[src/rtl/inst_encoder_pkg.sv]
// Shared definitions for the RV32I instruction encoder.
// Holds immediate-format selectors, FSM state encoding and a sign-extension helper.
package inst_encoder_pkg;

    localparam logic [2:0] IMMSEL_U = 3'b000;
    localparam logic [2:0] IMMSEL_J = 3'b001;
    localparam logic [2:0] IMMSEL_I = 3'b010;
    localparam logic [2:0] IMMSEL_B = 3'b011;
    localparam logic [2:0] IMMSEL_S = 3'b100;

    typedef enum logic [1:0] {
        ST_IDLE = 2'd0,
        ST_RUN  = 2'd1,
        ST_DONE = 2'd2
    } state_t;

    // True when bits [31:msb] of v are all equal, i.e. v is a valid
    // sign extension of its low msb+1 bits.
    function automatic logic is_sext(input logic [31:0] v, input int msb);
        logic all1;
        logic all0;
        all1 = 1'b1;
        all0 = 1'b1;
        for (int k = 0; k < 32; k++) begin
            if (k >= msb) begin
                all1 = all1 & v[k];
                all0 = all0 & ~v[k];
            end
        end
        return all1 | all0;
    endfunction

endpackage

[src/rtl/imm_pack.sv]
// Combinational packer: decoded fields + immediate -> 32-bit RV32I word.
// Optional range checker compiled in with IMM_RANGE_CHECK_EN.
module imm_pack
    import inst_encoder_pkg::*;
(
    input  logic [2:0]  i_immsel,
    input  logic [31:0] i_imm,
    input  logic [6:0]  i_opcode,
    input  logic [4:0]  i_rd,
    input  logic [2:0]  i_funct3,
    input  logic [4:0]  i_rs1,
    input  logic [4:0]  i_rs2,
    input  logic [6:0]  i_funct7,
    output logic [31:0] o_word,
    output logic        o_range_err
);

    logic [31:0] w_m;
    assign w_m = i_imm;

    // Scatter immediate bits into the format-specific word layout
    always_comb begin
        o_word = '0;
        case (i_immsel)
            IMMSEL_U: o_word = {w_m[31:12], i_rd, i_opcode};
            IMMSEL_J: o_word = {w_m[19], w_m[9:0], w_m[10], w_m[18:11],
                                i_rd, i_opcode};
            IMMSEL_I: o_word = {w_m[11:0], i_rs1, i_funct3, i_rd, i_opcode};
            IMMSEL_B: o_word = {w_m[11], w_m[9:4], i_rs2, i_rs1, i_funct3,
                                w_m[3:0], w_m[10], i_opcode};
            IMMSEL_S: o_word = {w_m[11:5], i_rs2, i_rs1, i_funct3,
                                w_m[4:0], i_opcode};
            default:  o_word = {i_funct7, i_rs2, i_rs1, i_funct3,
                                i_rd, i_opcode};
        endcase
    end

`ifdef IMM_RANGE_CHECK_EN
    // Flag immediates that would be truncated by the chosen format
    always_comb begin
        o_range_err = 1'b0;
        case (i_immsel)
            IMMSEL_U: o_range_err = (w_m[11:0] != 12'h000);
            IMMSEL_J: o_range_err = ~is_sext(w_m, 19);
            IMMSEL_I,
            IMMSEL_B,
            IMMSEL_S: o_range_err = ~is_sext(w_m, 11);
            default:  o_range_err = 1'b0;
        endcase
    end
`else
    assign o_range_err = 1'b0;
`endif

endmodule

[src/rtl/inst_encoder.sv]
// Streams packed RV32I words into instruction memory at consecutive addresses.
// Optional immediate range checking: define IMM_RANGE_CHECK_EN.
module inst_encoder
    import inst_encoder_pkg::*;
#(
    parameter int              ADDR_W    = 10,
    parameter logic [ADDR_W-1:0] BASE_ADDR = '0
) (
    input  logic              clk,
    input  logic              rst,
    input  logic              start,
    input  logic              in_valid,
    output logic              in_ready,
    input  logic              in_last,
    input  logic [2:0]        in_immsel,
    input  logic [31:0]       in_imm,
    input  logic [6:0]        in_opcode,
    input  logic [4:0]        in_rd,
    input  logic [2:0]        in_funct3,
    input  logic [4:0]        in_rs1,
    input  logic [4:0]        in_rs2,
    input  logic [6:0]        in_funct7,
    output logic              imem_we,
    output logic [ADDR_W-1:0] imem_addr,
    output logic [31:0]       imem_wdata,
    output logic              busy,
    output logic              done,
    output logic [ADDR_W-2:0] word_cnt,
    output logic              err_ovf,
    output logic              err_range
);

    localparam int CNT_W = ADDR_W - 1;
    localparam logic [CNT_W-1:0] LAST_SLOT =
        CNT_W'((1 << (ADDR_W - 2)) - 1);

    state_t            r_state;
    state_t            w_next_state;
    logic              w_accept;
    logic              w_start_ok;
    logic              w_last_slot;
    logic [31:0]       w_word;
    logic              w_range_err;

    logic              r_we;
    logic [ADDR_W-1:0] r_addr;
    logic [ADDR_W-1:0] r_next_addr;
    logic [31:0]       r_wdata;
    logic [CNT_W-1:0]  r_cnt;
    logic              r_err_ovf;

    assign w_accept    = in_valid & in_ready;
    assign w_start_ok  = start & (r_state != ST_RUN);
    assign w_last_slot = (r_cnt == LAST_SLOT);

    imm_pack u_pack (
        .i_immsel    (in_immsel),
        .i_imm       (in_imm),
        .i_opcode    (in_opcode),
        .i_rd        (in_rd),
        .i_funct3    (in_funct3),
        .i_rs1       (in_rs1),
        .i_rs2       (in_rs2),
        .i_funct7    (in_funct7),
        .o_word      (w_word),
        .o_range_err (w_range_err)
    );

    // State register
    always_ff @(posedge clk or posedge rst) begin
        if (rst) r_state <= ST_IDLE;
        else     r_state <= w_next_state;
    end

    // Next-state: session ends on the final beat or when memory is full
    always_comb begin
        w_next_state = r_state;
        case (r_state)
            ST_IDLE,
            ST_DONE: if (start) w_next_state = ST_RUN;
            ST_RUN:  if (w_accept && (in_last || w_last_slot))
                         w_next_state = ST_DONE;
            default: w_next_state = ST_IDLE;
        endcase
    end

    // State-decoded outputs; ready depends on state only
    always_comb begin
        in_ready = (r_state == ST_RUN);
        busy     = (r_state == ST_RUN);
        done     = (r_state == ST_DONE);
    end

    // Write port register, address/count tracking and overflow flag
    always_ff @(posedge clk or posedge rst) begin
        if (rst) begin
            r_we        <= 1'b0;
            r_addr      <= '0;
            r_next_addr <= BASE_ADDR;
            r_wdata     <= '0;
            r_cnt       <= '0;
            r_err_ovf   <= 1'b0;
        end else begin
            r_we <= w_accept;
            if (w_accept) begin
                r_addr      <= r_next_addr;
                r_wdata     <= w_word;
                r_next_addr <= r_next_addr + ADDR_W'(4);
                r_cnt       <= r_cnt + 1'b1;
                if (w_last_slot && !in_last)
                    r_err_ovf <= 1'b1;
            end else if (w_start_ok) begin
                r_next_addr <= BASE_ADDR;
                r_cnt       <= '0;
                r_err_ovf   <= 1'b0;
            end
        end
    end

`ifdef IMM_RANGE_CHECK_EN
    logic r_err_range;

    // Sticky range error, cleared when a new session starts
    always_ff @(posedge clk or posedge rst) begin
        if (rst)
            r_err_range <= 1'b0;
        else if (w_start_ok)
            r_err_range <= 1'b0;
        else if (w_accept && w_range_err)
            r_err_range <= 1'b1;
    end

    assign err_range = r_err_range;
`else
    logic w_unused_range;
    assign w_unused_range = w_range_err;
    assign err_range      = 1'b0;
`endif

    assign imem_we    = r_we;
    assign imem_addr  = r_addr;
    assign imem_wdata = r_wdata;
    assign word_cnt   = r_cnt;
    assign err_ovf    = r_err_ovf;

endmodule
[config.mk]
export PLATFORM = sky130hd
export DESIGN_NAME = inst_encoder
export DESIGN_NICKNAME = d
export VERILOG_FILES = /design/src/rtl/inst_encoder_pkg.sv /design/src/rtl/imm_pack.sv /design/src/rtl/inst_encoder.sv
export SDC_FILE = /design/constraint.sdc
export NUM_CORES = 1
export LEC_CHECK = 0
export BUFFER_PORTS_ARGS = -buffer_cell sky130_fd_sc_hd__buf_2
export CORE_ASPECT_RATIO = 0.8
export CORE_UTILIZATION = 35
export DETAILED_ROUTE_END_ITERATION = 16
export REMOVE_ABC_BUFFERS = 1
export SLEW_MARGIN = 20
export SYNTH_ARGS = -nofsm -noshare
export SYNTH_HDL_FRONTEND = slang
export SYNTH_SLANG_ARGS = --single-unit
[constraint.sdc]
create_clock -name clk -period 2.3 [get_ports clk]
set_clock_uncertainty 0.15 [all_clocks]
set_input_delay 0.345 -clock clk [delete_from_list [all_inputs] [get_ports clk]]
set_output_delay 0.345 -clock clk [all_outputs]
set_load 0.1 [all_outputs]
=== After elaboration in Yosys (flattened, before gate mapping) ===
Index checks and enable logic that the tools add are counted.

* Bits in registers: 65
* Input bits: 72
* Output and inout bits: 57
* Logic and storage cells: 43

* Add/sub/neg operators: 2
* Equal/unequal tests: 11
* Multiplexer cells: 11
* Bitwise operators: 2
* Reductions and logical operators: 10

{| class="wikitable"
|+ Operator list
! cell !! number
|-
| $pmux 32 s5 || 1
|-
| $mux 10 || 2
|-
| $mux 9 || 2
|-
| $add 10x3->10 const B || 1
|-
| $add 9x1->9 const B || 1
|-
| $eq 9x8->1 const B || 1
|-
| $eq 3x2->1 const B || 2
|-
| $ne 2x1->1 const B || 3
|-
| $mux 2 || 2
|-
| $pmux 2 s2 || 1
|-
| $reduce_and 2->1 || 2
|-
| $eq 3x1->1 const B || 1
|-
| $eq 3x3->1 const B || 1
|-
| $logic_not 3->1 || 1
|-
| $mux 1 || 3
|-
| $and 1x1->1 || 2
|-
| $eq 2x1->1 const B || 1
|-
| $eq 2x2->1 const B || 1
|-
| $logic_and 1x1->1 || 2
|-
| $logic_not 2->1 || 1
|-
| $ne 2x2->1 const B || 1
|-
| $reduce_bool 2->1 || 1
|-
| $reduce_or 2->1 || 1
|-
| $logic_not 1->1 || 1
|-
| $logic_or 1x1->1 || 1
|}

=== Depth between registers and ports, before layout ===
* Word-level depth: 5
* Mapped depth: 7
* Gate-level depth less buffers: 7

=== Modules after synthesis ===
From an unflattened synthesis, not the netlist that was laid out.

* Cells, all modules: 395
* Area total of the unflattened synthesis: 3552.2 µm²

{| class="wikitable"
|+ Modules (own cells, without submodules)
! module !! instances !! cells an instance !! area each (µm²) !! sequential area each (µm²)
|-
| inst_encoder || 1 || 267 || 2570.0 || 1526.5
|-
| imm_pack || 1 || 128 || 982.2 || 0.0
|}

=== Worst setup path after synthesis ===
Ideal clock, no wire load.

* Path kind: reg2out
* From: register r_state[0]
* To: output port done
* Data arrival time: 1.775 ns
* Data required time: 1.805 ns
* Path slack: 0.030 ns
* Cell stages (with the launch flop): 2
* Path buffers: 0
* Cell sequence: dfrtp_1 -> nor2b_1

* Cells in the longest elaborated chain, start to end: 1

{| class="wikitable"
|+ RTL lines
! item !! line !! text
|-
| start: declaration || inst_encoder.sv:37 || <nowiki>state_t r_state;</nowiki>
|-
| start signal: assignment || inst_encoder.sv:72 || <nowiki>else r_state <= w_next_state;</nowiki>
|-
| $eq 2x2->1 || inst_encoder.sv:91 || <nowiki>done = (r_state == ST_DONE);</nowiki>
|-
| end: declaration || inst_encoder.sv:27 || <nowiki>output logic done,</nowiki>
|}

No other way between the ends.

=== Worst setup path in the final report ===
* From: register r_state[1]
* To: output port busy

* Cells in the longest elaborated chain, start to end: 1

{| class="wikitable"
|+ RTL lines
! item !! line !! text
|-
| $eq 2x1->1 || inst_encoder.sv:90 || <nowiki>busy = (r_state == ST_RUN);</nowiki>
|-
| end: declaration || inst_encoder.sv:26 || <nowiki>output logic busy,</nowiki>
|}

No other way between the ends.

==> results.rst <==
.. list-table::
   :header-rows: 1

   * - Metric
     - Value
   * - Critical register-to-register path startpoint
     - word_cnt[0]
   * - Die area
     - 9752 um2
   * - Achievable clock frequency
     - 0.5268 GHz
   * - Power Density
     - 1600 nW/um2
   * - Number of buffers inserted by port buffering
     - 125
   * - Number of pins with negative max-slew slack in the final report
     - 0
   * - Required @ worst endpoint
     - 1.80 ns
   * - Vias in the first global route
     - 2,846
   * - Final standard cell area without fillers
     - approximately 4300 um2
   * - Total congestion overflow after global routing
     - 0
   * - Avg Inst Size Synth
     - between 8 and 9 um2
   * - Share of async-settable or async-resettable flops after synthesis
     - between 90% and 100%
   * - Share of post-route cells with drive strength above 1
     - 33.33%
   * - Wire length of the first global-routing pass
     - 13,750 um
   * - Leading cell type by number of instances after synthesis
     - sky130_fd_sc_hd__nand2_1
   * - Routed length on met3
     - 622 um
   * - Worst skew pair latency
     - 0.32 ns
   * - Max-cap check violation count
     - 0
   * - Filler cell count
     - ~930
   * - Kind of end point of the critical path
     - output pin
   * - Leakage power total
     - ~2.2 nW
   * - Largest area contributor in the synthesized netlist
     - sky130_fd_sc_hd__dfrtp_1
   * - Routed wire length
     - 8712 um
   * - Crit path max-delay family
     - buffers and inverters
   * - Source of the worst hold timing path
     - in_opcode[1]
   * - Critical Path Fanout Max
     - 4
   * - Worst Reg2Reg Path Length in Cells
     - 7
   * - DRT Pass-1 Iters
     - 4
   * - Post-route met1 wirelength
     - 4256 um
   * - Clock-pin slew on the worst setup and hold paths
     - 0.06 ns
   * - Core area
     - slightly above 9000 um2
   * - Die Ht
     - 88.53 um
   * - Final GP Congestion
     - about 0.76
   * - Number of instances on the worst hold path
     - 3
   * - Residual antenna-violating net count after detailed routing
     - 0
   * - Critical path data arrival time
     - 1.40 ns
   * - Inserted Diodes
     - 0
   * - DRC violation count after routing
     - 0
   * - Reg-to-reg slack, setup
     - 0.49 ns
   * - Kind of start point of the critical path
     - register
   * - Clock buffers created by TritonCTS
     - 9
   * - Hold worst-path end
     - imem_wdata[1]
   * - Final worst path period need
     - 1.898 ns
   * - Number of core rows
     - 31
   * - CP cell instances
     - nand2b_1 > inv_1 > buf_2
   * - Horizontal die dimension
     - 110.2 um
   * - Startpoint-to-endpoint class of the critical path
     - register to output pin
   * - Classification of the worst-slack hold path
     - input port to register
   * - Summed instance area of the synthesized netlist
     - roughly 3300 um2
   * - Max-slew headroom at the worst pin
     - 59.13%
   * - Top flip-flop cell by instance count after synthesis
     - sky130_fd_sc_hd__dfrtp_1
   * - Global Route Usage Sum
     - 18.37%
   * - Post-synth cell types
     - 36
   * - TritonCTS sink count
     - 61
   * - Top cells by instance count after synthesis
     - sky130_fd_sc_hd__nand2_1 (85), sky130_fd_sc_hd__dfrtp_1 (61), sky130_fd_sc_hd__o21ai_0 (42)
   * - Fraction of post-synthesis cell area in the top cell type by area
     - 46.60%
   * - Number of storage elements in the synthesis netlist
     - 61
   * - Largest net degree at the start of global routing
     - 56
   * - CTS root buf
     - sky130_fd_sc_hd__clkbuf_16
   * - Number of levels in the clock H-tree
     - 3
   * - Count of yosys warnings during synthesis
     - 0
   * - Delay contributed by the slowest stage of the critical path
     - between 0.4 and 0.5 ns
   * - Vias after detailed routing
     - 3,040
   * - Top layer in use
     - met4
   * - # resized after CTS
     - 0
   * - Number of nets in the final layout
     - 562
   * - Slew at the pin with the worst max-slew slack
     - around 0.6 ns
   * - Syn Inst Count
     - about 370
   * - Maximum VDD drop
     - 0.001054 V
   * - Count of final setup violators
     - 0
   * - Cell Count, Final, Fillers Out
     - roughly 600
   * - Setup repair after global routing missed its margin
     - false
   * - Area growth from synthesis to final layout
     - 30.18%
   * - Detailed-routed wire length on met2
     - 3759 um
   * - Vias per cell
     - 5.008
   * - Number of cells in the design after placement
     - 590
   * - Number of synthesized flops with an enable pin
     - 0
   * - Fin util
     - 46.98%
   * - Worst path buffer plus inverter count
     - 2
   * - Cell types with the largest area share after synthesis
     - sky130_fd_sc_hd__dfrtp_1 (47%), sky130_fd_sc_hd__nand2_1 (9.7%), sky130_fd_sc_hd__o21ai_0 (6.4%)
   * - Number of DRC markers in iteration 0
     - 138
   * - Part of the Yosys area used for sequential elements
     - approximately 47%
   * - Buffer depth of the longest clock path
     - 2
   * - Result of the run
     - finished, final reports clean
   * - Final-report hold violation count
     - 0
   * - Detail Placement HPWL
     - between 6000 and 7000 um
   * - Worst r2r dst
     - r_state[0]
   * - I/O pin count
     - 129
   * - Starting Density
     - a little over a third
   * - Master of the slowest instance on the critical path
     - sky130_fd_sc_hd__buf_2
   * - TritonCTS clock tree
     - yes
   * - Initial antenna violation count
     - 0
   * - Share of the clock period used by the worst path after layout
     - 82.54%
   * - Routed length per instance
     - 14.35 um
   * - Post-DP Area
     - 3929 um2
## worst max-delay path by stage
stage,start,to,slack [ns],cells past startpoint
global placement,in_immsel[1],imem_wdata[7],0.51,5
global route,r_state[1],word_cnt[2],0.32,6
floorplan,r_state[1],r_next_addr[7],-0.65,5
CTS,r_state[1],busy,0.40,3
detailed placement,in_immsel[0],imem_wdata[15],0.45,6
finish,r_state[1],busy,0.40,3
## registers in the layout, indices dropped and copies added (netlist names)
register     cells
imem_wdata      32
r_next_addr      8
imem_we          1
word_cnt         9
err_ovf          1
imem_addr        8
r_state          2
## cells by family (layout without fill, tap and decap cells)
group | after synthesis | count (layout) | synth area share [%]
AND/OR/NAND/NOR | 136 | 136 | 18.30
AO/OA/AOI/OAI | 103 | 103 | 18.64
adder cells (fa/ha/maj) | 3 | 3 | 1.146
buffers and inverters | 41 | 160 | 6.799
multiplexers | 26 | 26 | 8.403
flip-flops | 61 | 61 | 46.60
other | 1 | 3 | 0.1145
## layout by cell type (no fill, tap or decap), types with 2 or more instances in the layout
cell type                   netlist  layout
sky130_fd_sc_hd__nand3_1          8       8
sky130_fd_sc_hd__o21ai_1          2       2
sky130_fd_sc_hd__nor3_1           5       5
sky130_fd_sc_hd__a21oi_1         31      31
sky130_fd_sc_hd__o22ai_1          3       3
sky130_fd_sc_hd__conb_1           1       3
sky130_fd_sc_hd__o21ai_0         42      42
sky130_fd_sc_hd__dfrtp_1         61      61
sky130_fd_sc_hd__buf_4           10       4
sky130_fd_sc_hd__bufinv_16        0       2
sky130_fd_sc_hd__o32ai_1          6       6
sky130_fd_sc_hd__nand4_1          4       4
sky130_fd_sc_hd__nand2_1         85      85
sky130_fd_sc_hd__o221ai_1        10      10
sky130_fd_sc_hd__inv_1           12      11
sky130_fd_sc_hd__nand3b_1         2       2
sky130_fd_sc_hd__and3_1           4       4
sky130_fd_sc_hd__ha_1             3       3
sky130_fd_sc_hd__a22o_1           3       3
sky130_fd_sc_hd__buf_2           13     125
sky130_fd_sc_hd__inv_2            1       2
sky130_fd_sc_hd__mux2i_1         14      14
sky130_fd_sc_hd__nand2b_1         9       9
sky130_fd_sc_hd__clkbuf_16        0       9
sky130_fd_sc_hd__o2bb2ai_1        2       2
sky130_fd_sc_hd__mux2_2          12      12
sky130_fd_sc_hd__clkinv_2         0       2
sky130_fd_sc_hd__nor2_1          14      14
## tightest hold or removal path, delay by kind of cell
kind / cells / cell delay [ns]
buf+inv: 1 / 0.07
simple gates: 2 / 0.08
## stage by stage
| step | hold WS (ns) | power, mW | TNS (ns) | setup WS [ns] |
|---|---|---|---|---|
| finish | 0.05683 | 6.825 | 0 | 0.4017 |
| global route | 0.05735 | 7.161 | 0 | 0.3200 |
| CTS | 0.05000 | 6.885 | 0 | 0.4015 |
| detailed placement | 0.2883 | 5.398 | 0 | 0.4516 |
| global placement | 0.2784 | 5.356 | 0 | 0.5147 |
| floorplan | 0.2948 | 4.694 | -18.31 | -0.6527 |
## routing by layer
layer / vias to the layer above / track usage [%]
met2: 105 / 27.95
met3: 7 / 5.228
met4: 0 / 4.545
met1: 1409 / 25.78
li1: 1519 / -
met5: - / 0
## repair_timing
| item | in CTS | in global routing |
|---|---|---|
| hold buffers | 1 | 0 |
| buffers inserted | 0 | 0 |
| endpoints found under the hold margin | 24 | 0 |
## report_power, final
group	internal [mW]	leakage, nW	switching (mW)
clock network	0.975	0.158	0.486
logic	0.544	1.24	3.19
registers	1.42	0.782	0.211
## layout make-up
| class | count | area, um2 | share of cell area, % |
|---|---|---|---|
| Timing Repair Buffer | 131 | 685.7 | 16.08 |
| Clock buffer | 10 | 239.0 | 5.604 |
| Inverter | 13 | 48.80 | 1.144 |
| Sequential cell | 61 | 1526 | 35.80 |
| Clock inverter | 6 | 86.33 | 2.025 |
| Tap cell | 115 | 143.9 | 3.374 |
| Multi-Input combinational cell | 271 | 1534 | 35.97 |
Power figures use the tool's default switching activity.
